===== src/rtl/mc_controller.sv =====
// Multicycle MIPS-subset control FSM: decodes opcode/funct, sequences
// FETCH/DECODE/EXEC/MEM/WB, traps on illegal work and counts retired instructions.
module mc_controller #(
  parameter bit          MEM_WAIT  = 1'b1,
  parameter bit          ADDI_TRAP = 1'b1,
  parameter int unsigned CNT_W     = 32
) (
  input  logic             clk,
  input  logic             rst_n,
  input  logic [5:0]       opcode,
  input  logic [5:0]       funct,
  input  logic             zero,
  input  logic             rs_neg,
  input  logic             ovf,
  input  logic             mem_ready,
  output logic             pc_we,
  output logic             ir_we,
  output logic             reg_we,
  output logic             mem_re,
  output logic             mem_we,
  output logic             ALUSrc,
  output logic [1:0]       npc_sel,
  output logic [1:0]       RegDst,
  output logic [1:0]       MemtoReg,
  output logic [1:0]       Extop,
  output logic [2:0]       ALUctr,
  output logic             instr_done,
  output logic             illegal,
  output logic [CNT_W-1:0] retired,
  output logic [2:0]       state
);

  typedef enum logic [2:0] {
    S_FETCH  = 3'd0,
    S_DECODE = 3'd1,
    S_EXEC   = 3'd2,
    S_MEM    = 3'd3,
    S_WB     = 3'd4,
    S_TRAP   = 3'd5
  } state_t;

  typedef enum logic [3:0] {
    I_ADDU, I_SUBU, I_SLT, I_JR, I_ORI, I_LW, I_SW, I_BEQ,
    I_LUI, I_J, I_ADDI, I_ADDIU, I_JAL, I_BGEZAL, I_ILL
  } instr_t;

  localparam logic [5:0] OP_RTYPE  = 6'b000000;
  localparam logic [5:0] OP_BGEZAL = 6'b000001;
  localparam logic [5:0] OP_J      = 6'b000010;
  localparam logic [5:0] OP_JAL    = 6'b000011;
  localparam logic [5:0] OP_BEQ    = 6'b000100;
  localparam logic [5:0] OP_ADDI   = 6'b001000;
  localparam logic [5:0] OP_ADDIU  = 6'b001001;
  localparam logic [5:0] OP_ORI    = 6'b001101;
  localparam logic [5:0] OP_LUI    = 6'b001111;
  localparam logic [5:0] OP_LW     = 6'b100011;
  localparam logic [5:0] OP_SW     = 6'b101011;
  localparam logic [5:0] FN_JR     = 6'b001000;
  localparam logic [5:0] FN_ADDU   = 6'b100001;
  localparam logic [5:0] FN_SUBU   = 6'b100011;
  localparam logic [5:0] FN_SLT    = 6'b101010;

  state_t           state_q, state_d;
  instr_t           instr;
  logic             ready;
  logic             illegal_q;
  logic [CNT_W-1:0] retired_q;
  logic [2:0]       alu_ctr;
  logic             alu_src;
  logic [1:0]       ext_op;

  assign ready   = !MEM_WAIT || mem_ready;
  assign state   = state_q;
  assign illegal = illegal_q;
  assign retired = retired_q;

  // Instruction classification from the held IR fields
  always_comb begin
    instr = I_ILL;
    case (opcode)
      OP_RTYPE: begin
        case (funct)
          FN_ADDU: instr = I_ADDU;
          FN_SUBU: instr = I_SUBU;
          FN_SLT:  instr = I_SLT;
          FN_JR:   instr = I_JR;
          default: instr = I_ILL;
        endcase
      end
      OP_BGEZAL: instr = I_BGEZAL;
      OP_J:      instr = I_J;
      OP_JAL:    instr = I_JAL;
      OP_BEQ:    instr = I_BEQ;
      OP_ADDI:   instr = I_ADDI;
      OP_ADDIU:  instr = I_ADDIU;
      OP_ORI:    instr = I_ORI;
      OP_LUI:    instr = I_LUI;
      OP_LW:     instr = I_LW;
      OP_SW:     instr = I_SW;
      default:   instr = I_ILL;
    endcase
  end

  // Datapath ALU/extender setup, driven from EXEC through WB
  always_comb begin
    alu_ctr = 3'b001;
    alu_src = 1'b0;
    ext_op  = 2'b00;
    case (instr)
      I_SUBU: alu_ctr = 3'b010;
      I_SLT:  alu_ctr = 3'b011;
      I_BEQ:  alu_ctr = 3'b010;
      I_ORI: begin
        alu_ctr = 3'b100;
        alu_src = 1'b1;
      end
      I_LUI: begin
        alu_ctr = 3'b000;
        alu_src = 1'b1;
        ext_op  = 2'b01;
      end
      I_ADDI, I_ADDIU, I_LW, I_SW: begin
        alu_src = 1'b1;
        ext_op  = 2'b10;
      end
      default: ;
    endcase
  end

  always_comb begin
    state_d    = state_q;
    pc_we      = 1'b0;
    ir_we      = 1'b0;
    reg_we     = 1'b0;
    mem_re     = 1'b0;
    mem_we     = 1'b0;
    ALUSrc     = 1'b0;
    npc_sel    = 2'b00;
    RegDst     = 2'b00;
    MemtoReg   = 2'b00;
    Extop      = 2'b00;
    ALUctr     = 3'b000;
    instr_done = 1'b0;
    case (state_q)
      S_FETCH: begin
        mem_re = 1'b1;
        if (ready) begin
          ir_we   = 1'b1;
          pc_we   = 1'b1;
          state_d = S_DECODE;
        end
      end
      S_DECODE: begin
        case (instr)
          I_ILL: state_d = S_TRAP;
          I_J: begin
            pc_we      = 1'b1;
            npc_sel    = 2'b10;
            instr_done = 1'b1;
            state_d    = S_FETCH;
          end
          I_JAL: begin
            pc_we      = 1'b1;
            npc_sel    = 2'b10;
            reg_we     = 1'b1;
            RegDst     = 2'b10;
            MemtoReg   = 2'b10;
            instr_done = 1'b1;
            state_d    = S_FETCH;
          end
          I_JR: begin
            pc_we      = 1'b1;
            npc_sel    = 2'b11;
            instr_done = 1'b1;
            state_d    = S_FETCH;
          end
          default: state_d = S_EXEC;
        endcase
      end
      S_EXEC: begin
        ALUctr = alu_ctr;
        ALUSrc = alu_src;
        Extop  = ext_op;
        case (instr)
          I_BEQ: begin
            pc_we      = zero;
            npc_sel    = 2'b01;
            instr_done = 1'b1;
            state_d    = S_FETCH;
          end
          // Link register is written whether or not the branch is taken
          I_BGEZAL: begin
            pc_we      = ~rs_neg;
            npc_sel    = 2'b01;
            reg_we     = 1'b1;
            RegDst     = 2'b10;
            MemtoReg   = 2'b10;
            instr_done = 1'b1;
            state_d    = S_FETCH;
          end
          I_LW, I_SW: state_d = S_MEM;
          I_ADDI:     state_d = (ADDI_TRAP && ovf) ? S_TRAP : S_WB;
          I_ADDU, I_SUBU, I_SLT, I_ORI, I_LUI, I_ADDIU: state_d = S_WB;
          default:    state_d = S_TRAP;
        endcase
      end
      S_MEM: begin
        ALUctr = alu_ctr;
        ALUSrc = alu_src;
        Extop  = ext_op;
        case (instr)
          I_LW: begin
            mem_re = 1'b1;
            if (ready) state_d = S_WB;
          end
          I_SW: begin
            mem_we = 1'b1;
            if (ready) begin
              instr_done = 1'b1;
              state_d    = S_FETCH;
            end
          end
          default: state_d = S_TRAP;
        endcase
      end
      S_WB: begin
        ALUctr     = alu_ctr;
        ALUSrc     = alu_src;
        Extop      = ext_op;
        reg_we     = 1'b1;
        RegDst     = (instr == I_ADDU || instr == I_SUBU || instr == I_SLT) ? 2'b01 : 2'b00;
        MemtoReg   = (instr == I_LW) ? 2'b01 : 2'b00;
        instr_done = 1'b1;
        state_d    = S_FETCH;
      end
      S_TRAP:  state_d = S_TRAP;
      default: state_d = S_TRAP;
    endcase
  end

  always_ff @(posedge clk or negedge rst_n) begin
    if (!rst_n) state_q <= S_FETCH;
    else        state_q <= state_d;
  end

  // Sticky trap flag and wrapping retired counter
  always_ff @(posedge clk or negedge rst_n) begin
    if (!rst_n) begin
      illegal_q <= 1'b0;
      retired_q <= '0;
    end else begin
      if (state_d == S_TRAP) illegal_q <= 1'b1;
      if (instr_done) retired_q <= retired_q + CNT_W'(1);
    end
  end

endmodule


===== config.mk =====
export PLATFORM = sky130hd
export DESIGN_NAME = mc_controller
export DESIGN_NICKNAME = d
export VERILOG_FILES = /design/src/rtl/mc_controller.sv
export SDC_FILE = /design/constraint.sdc
export NUM_CORES = 1
export LEC_CHECK = 0
export BUFFER_PORTS_ARGS = -buffer_cell sky130_fd_sc_hd__buf_2
export CORE_ASPECT_RATIO = 0.75
export CORE_MARGIN = 4
export CORE_UTILIZATION = 50
export CTS_CLUSTER_SIZE = 24
export DETAILED_ROUTE_END_ITERATION = 6
export PLACE_DENSITY = 0.84
export SLEW_MARGIN = 10
export SYNTH_ARGS = -nofsm -noshare
export SYNTH_HDL_FRONTEND = slang
export SYNTH_SLANG_ARGS = --single-unit

===== constraint.sdc =====
create_clock -name clk -period 9.1 [get_ports clk]
set_input_delay 1.82 -clock clk [delete_from_list [all_inputs] [get_ports clk]]
set_output_delay 1.82 -clock clk [all_outputs]
set_load 0.02 [all_outputs]

* After elaboration in Yosys (flattened, before gate mapping)
Cells that the tools add are included.
** Operators by class
- Equality and inequality tests :: 33
- Add/sub/neg operators :: 1
- Reduce and logical (&&, ||, !) cells :: 14
- Multiplexer cells :: 40
- Bitwise operators :: 1
** Operators with widths (count)
- case mux 4 bit (11 select lines) :: 1
- adder 32 x 1 -> 32 bit, second input constant :: 1
- equality test 6 x 4 -> 1 bit, second input constant :: 5
- equality test 6 bit, second input constant :: 5
- equality test 4 bit, second input constant :: 7
- case mux 3 bit (4 select lines) :: 2
- equality test 4 x 3 -> 1 bit, second input constant :: 4
- 2-to-1 mux 1 bit :: 16
- case mux 4 bit (4 select lines) :: 1
- case mux 3 bit (5 select lines) :: 1
- equality test 6 x 2 -> 1 bit, second input constant :: 2
- 2-to-1 mux 3 bit :: 4
- case mux 2 bit (2 select lines) :: 3
- case mux 2 bit (3 select lines) :: 2
- case mux 3 bit (2 select lines) :: 2
- OR reduction 6 bit :: 2
- equality test 4 x 2 -> 1 bit, second input constant :: 2
- OR reduction 2 bit :: 4
- equality test 3 x 2 -> 1 bit, second input constant :: 2
- equality test 3 bit, second input constant :: 2
- equality test 6 x 1 -> 1 bit, second input constant :: 1
- equality test 6 x 3 -> 1 bit, second input constant :: 1
- logical NOT 6 bit :: 1
- 2-to-1 mux 2 bit :: 3
- other kinds (11) :: 15
** Storage, ports and cells
- Register bits after elaboration :: 36
- Word-level logic and storage cells :: 92

* Longest topological paths before layout
- Depth in word-level cells :: 8
- Mapped depth :: 11
- Mapped depth without buffers :: 7

* Worst setup path before layout
Ideal clock, no wire load.
- Path type :: input-to-output
- Start :: in opcode[5]
- End :: out npc_sel[0]
- Data arrival time :: 4110 ps
- Stages :: 9
- Path buffers :: 3
- Path slack :: 3170 ps
- Cell sequence :: buf_2 -> or4b_4 -> and2_1 -> a221o_1 -> o2bb2ai_2 -> or4_1 -> buf_4 -> buf_6 -> nand2_1
** Between the ends
- Longest elaborated chain between the ends :: 6
- Elaborated cells on any way between the ends :: 22
** Ends and longest elaborated chain
- start, declared :: RTL line 10 : input logic [5:0] opcode,
- equality test 6 bit (tied with other cells) :: RTL line 80 : case (opcode)
- case mux 4 bit (11 select lines) (*) :: RTL line 80
- equality test 4 bit (tied with other cells) :: RTL line 154 : case (instr)
- OR reduction 2 bit (no line)
- case mux 2 bit (2 select lines) / 2-to-1 mux 1 bit (equally long branches) :: RTL line 154, 184
- case mux 2 bit (2 select lines) (*) :: RTL line 144 : case (state_q)
- end, declared :: RTL line 22 : output logic [1:0] npc_sel,
Mark *: on every way between the ends. The rest lies on a longest branch, timed or not.

* Worst setup path in the final report
- Start :: in opcode[1]
- End :: out instr_done
** Between the ends
- Longest elaborated chain between the ends :: 6
- Elaborated cells on any way between the ends :: 24
** Ends and longest elaborated chain
- equality test 6 bit (tied with other cells) :: RTL line 80
- case mux 4 bit (11 select lines) (*) :: RTL line 80
- equality test 4 x 2 -> 1 bit (tied with other cells) :: RTL line 154
- OR reduction 3 bit (no line) / OR reduction 2 bit (equally long branches)
- 2-to-1 mux 1 bit, on equally long branches :: RTL line 154, 184
- case mux 1 bit (4 select lines) (*) :: RTL line 144
- end, declared :: RTL line 27 : output logic instr_done,
Marks and branches as above.

==> out/results.ini <==
[floorplanning]
die_x_um=91.8
start_util_pct=52.9
die_h_um=70.9
core_um2=4980
fp.dieArea_um2=6510
core.rowCount=22
io_pins=72

[cts]
insertion_delay_ns=0.29
cts_inserted_buffers=5
clk_pin_slew_ns=0.08
root_buffer=clkbuf_8
numClockSinks=36
cts_tree=yes
cts.repair.resized=0
ctsHtreeMaxLevel=2
clk_path_buf_depth=2
ctsHoldBuffers=0
post_cts_buffers=0

[worst_setup_path]
reg2reg_depth=8
worstPathMaxFanout=23
crit_path_start_kind=input pin
required_ns=7.28
r2r_slack_ns=6.21
critPathCaptureType=primary output
cp.arrival_ns=4.74
critical_path_class=input pin to primary output

[power_and_ir_drop]
finalPower_mw=0.430
ir_drop_v=0.000166
p_leak_nw=1.21
power_density_nw_per_um2=137

[layout]
layout-drive-gt1-share_pct=28.7
seq_area_um2=901
n_antenna_cell=0
fillers=432
nNetsFinal=387
syn2layout_area_growth_pct=18.9
final_cell_count_no_fill=441
multi_input_area_um2=1630

[synthesis]
seq_area_frac_synth_pct=34.2
synth_area_um2=2640
ys_ff_latch=36
synth_fp_nets=328
synth_area_per_cell_um2=8.53
yosys_warnings=0
synthCells=309
synth_area_leader_cell=dfrtp_1
synth-edff-count=0
synth_top_area_share_pct=34.2
synthTopCellsByCount=36 x dfrtp_1, 36 x nand2_1, 30 x nor2_1
yosysUniqueCellTypes=56
synth_ff_type=dfrtp_1
netlist_top_cells_area=dfrtp_1 34%, xnor2_1 6.0%, xor2_1 5.3%
async_flop_share_pct=100

[worst_hold_path]
min-delay-path-class=register to register
holdPathStages=1

[global_routing]
grt_pass1_vias=2302
grt_start_max_net_pins=37
grt_pass1_wl_mm=11.7
grt_overflow_total=0
antenna_found_initial=0
grt_use_total_pct=22.0

[timing]
hold_viol=0
fin_crit_sh_pct=72.1
fin_crit_ns=6.56
tightest_slew_ns=1.05
slew_headroom_pct=30.2
fin_skew_ns=0.00708
setup_ws_ns=2.54
fmax_mhz=152
setup_tns_ns=0
setup_viol=0
slew_viol_final=0
rsz0062_at_grt=false

[placed_design]
pre_cts_ws_ns=2.56
place_inst=433
gp_congestion=0.964
hpwlAfterDp_mm=5.23
io_buffers=71

[route]
wirelength_mm=7.02
final_antenna_net_count=0
first_pass_iters=5
vias=2555
first_iter_violations=329
route.detailed.drc=0
viasPerCell=5.79
wl_per_cell_um=15.9

[job]
drv.max_cap_violation_count=0

[status]
status=complete, no violations

## layout by cell type, fill, tap and decap left out, drive strengths merged, types with 3 or more instances in the layout
cell,instances
nand2,36
o32ai,3
xnor2,18
or4,4
a2111oi,4
buf,72
inv,7
nor2,30
and4,5
xor2,16
a211oi,15
clkbuf,7
nand2b,8
or2,7
a21oi,13
nor3,8
nand4,5
a31oi,3
nand3,20
nor2b,4
mux2,3
and2,7
o21ai,3
nor4,4
dfrtp,36
## kinds of logic (layout without fill, tap and decap cells)
logic type,Yosys count,in the layout,synth area share [%]
compound gates,62,62,19.8
xor+xnor,34,34,11.3
fa+ha+maj,1,1,0.475
buf+inv,27,87,4.56
flops,36,36,34.2
mux,3,3,1.28
simple gates,146,146,28.4
## cell type report
| type | instances | share of cell area [%] |
|---|---|---|
| inverters | 7 | 0.838 |
| well taps | 72 | 2.87 |
| clock inverters | 1 | 0.958 |
| clock buffers | 7 | 3.07 |
| repair buffers | 72 | 11.6 |
| flip-flops and latches | 36 | 28.7 |
| multi-input cells | 246 | 52.0 |
## power breakdown
part           leakage (nW)  switching [mW]  total, mW  internal (mW)
sequential            0.403          0.0131      0.183          0.170
combinational         0.745          0.0631     0.0910         0.0279
clock                0.0645          0.0586      0.155         0.0967
## sequential cells by signal, indices dropped and copies added (netlist names)
| name | count |
|---|---|
| illegal | 1 |
| retired | 32 |
| state | 3 |
## layer usage
| layer | GRT usage [%] | vias up | part of all wire (%) |
|---|---|---|---|
| met2 | 30.4 | 134 | 42 |
| met5 | 0 | - | 0 |
| met1 | 34.3 | 1183 | 47 |
| met3 | 4.78 | 10 | 9.8 |
| li1 | - | 1228 | - |
| met4 | 5.77 | 0 | 1.0 |
## metrics by stage
step           utilization [%]  hold WS, ns  cell area [um^2]
2_1_floorplan                -        0.578              2640
3_5_place_dp              60.4        0.460              3010
4_1_cts                   62.9        0.469              3140
5_1_grt                   62.9        0.494              3140
3_3_place_gp              60.4        0.459              3010
6_report                  62.9        0.475              3140
## worst max-delay path: stages
cell       delay (ns)
buf_2            0.23
or4b_4           0.57
and2_1           0.17
a221o_1          0.35
o2bb2ai_2        0.15
or4_1            0.93
nand2_1          0.29
buf_2            0.20
## worst paths after layout
path | endpoint | start
setup / recovery | instr_done | opcode[1]
hold / removal | retired[31] | retired[31]
setup reg to reg | retired[24] | state[2]
hold reg to reg | retired[31] | retired[31]
max in group asynchronous | retired[19] | rst_n
min in group asynchronous | retired[24] | rst_n
No activity file was read; power rests on OpenSTA's default activity.
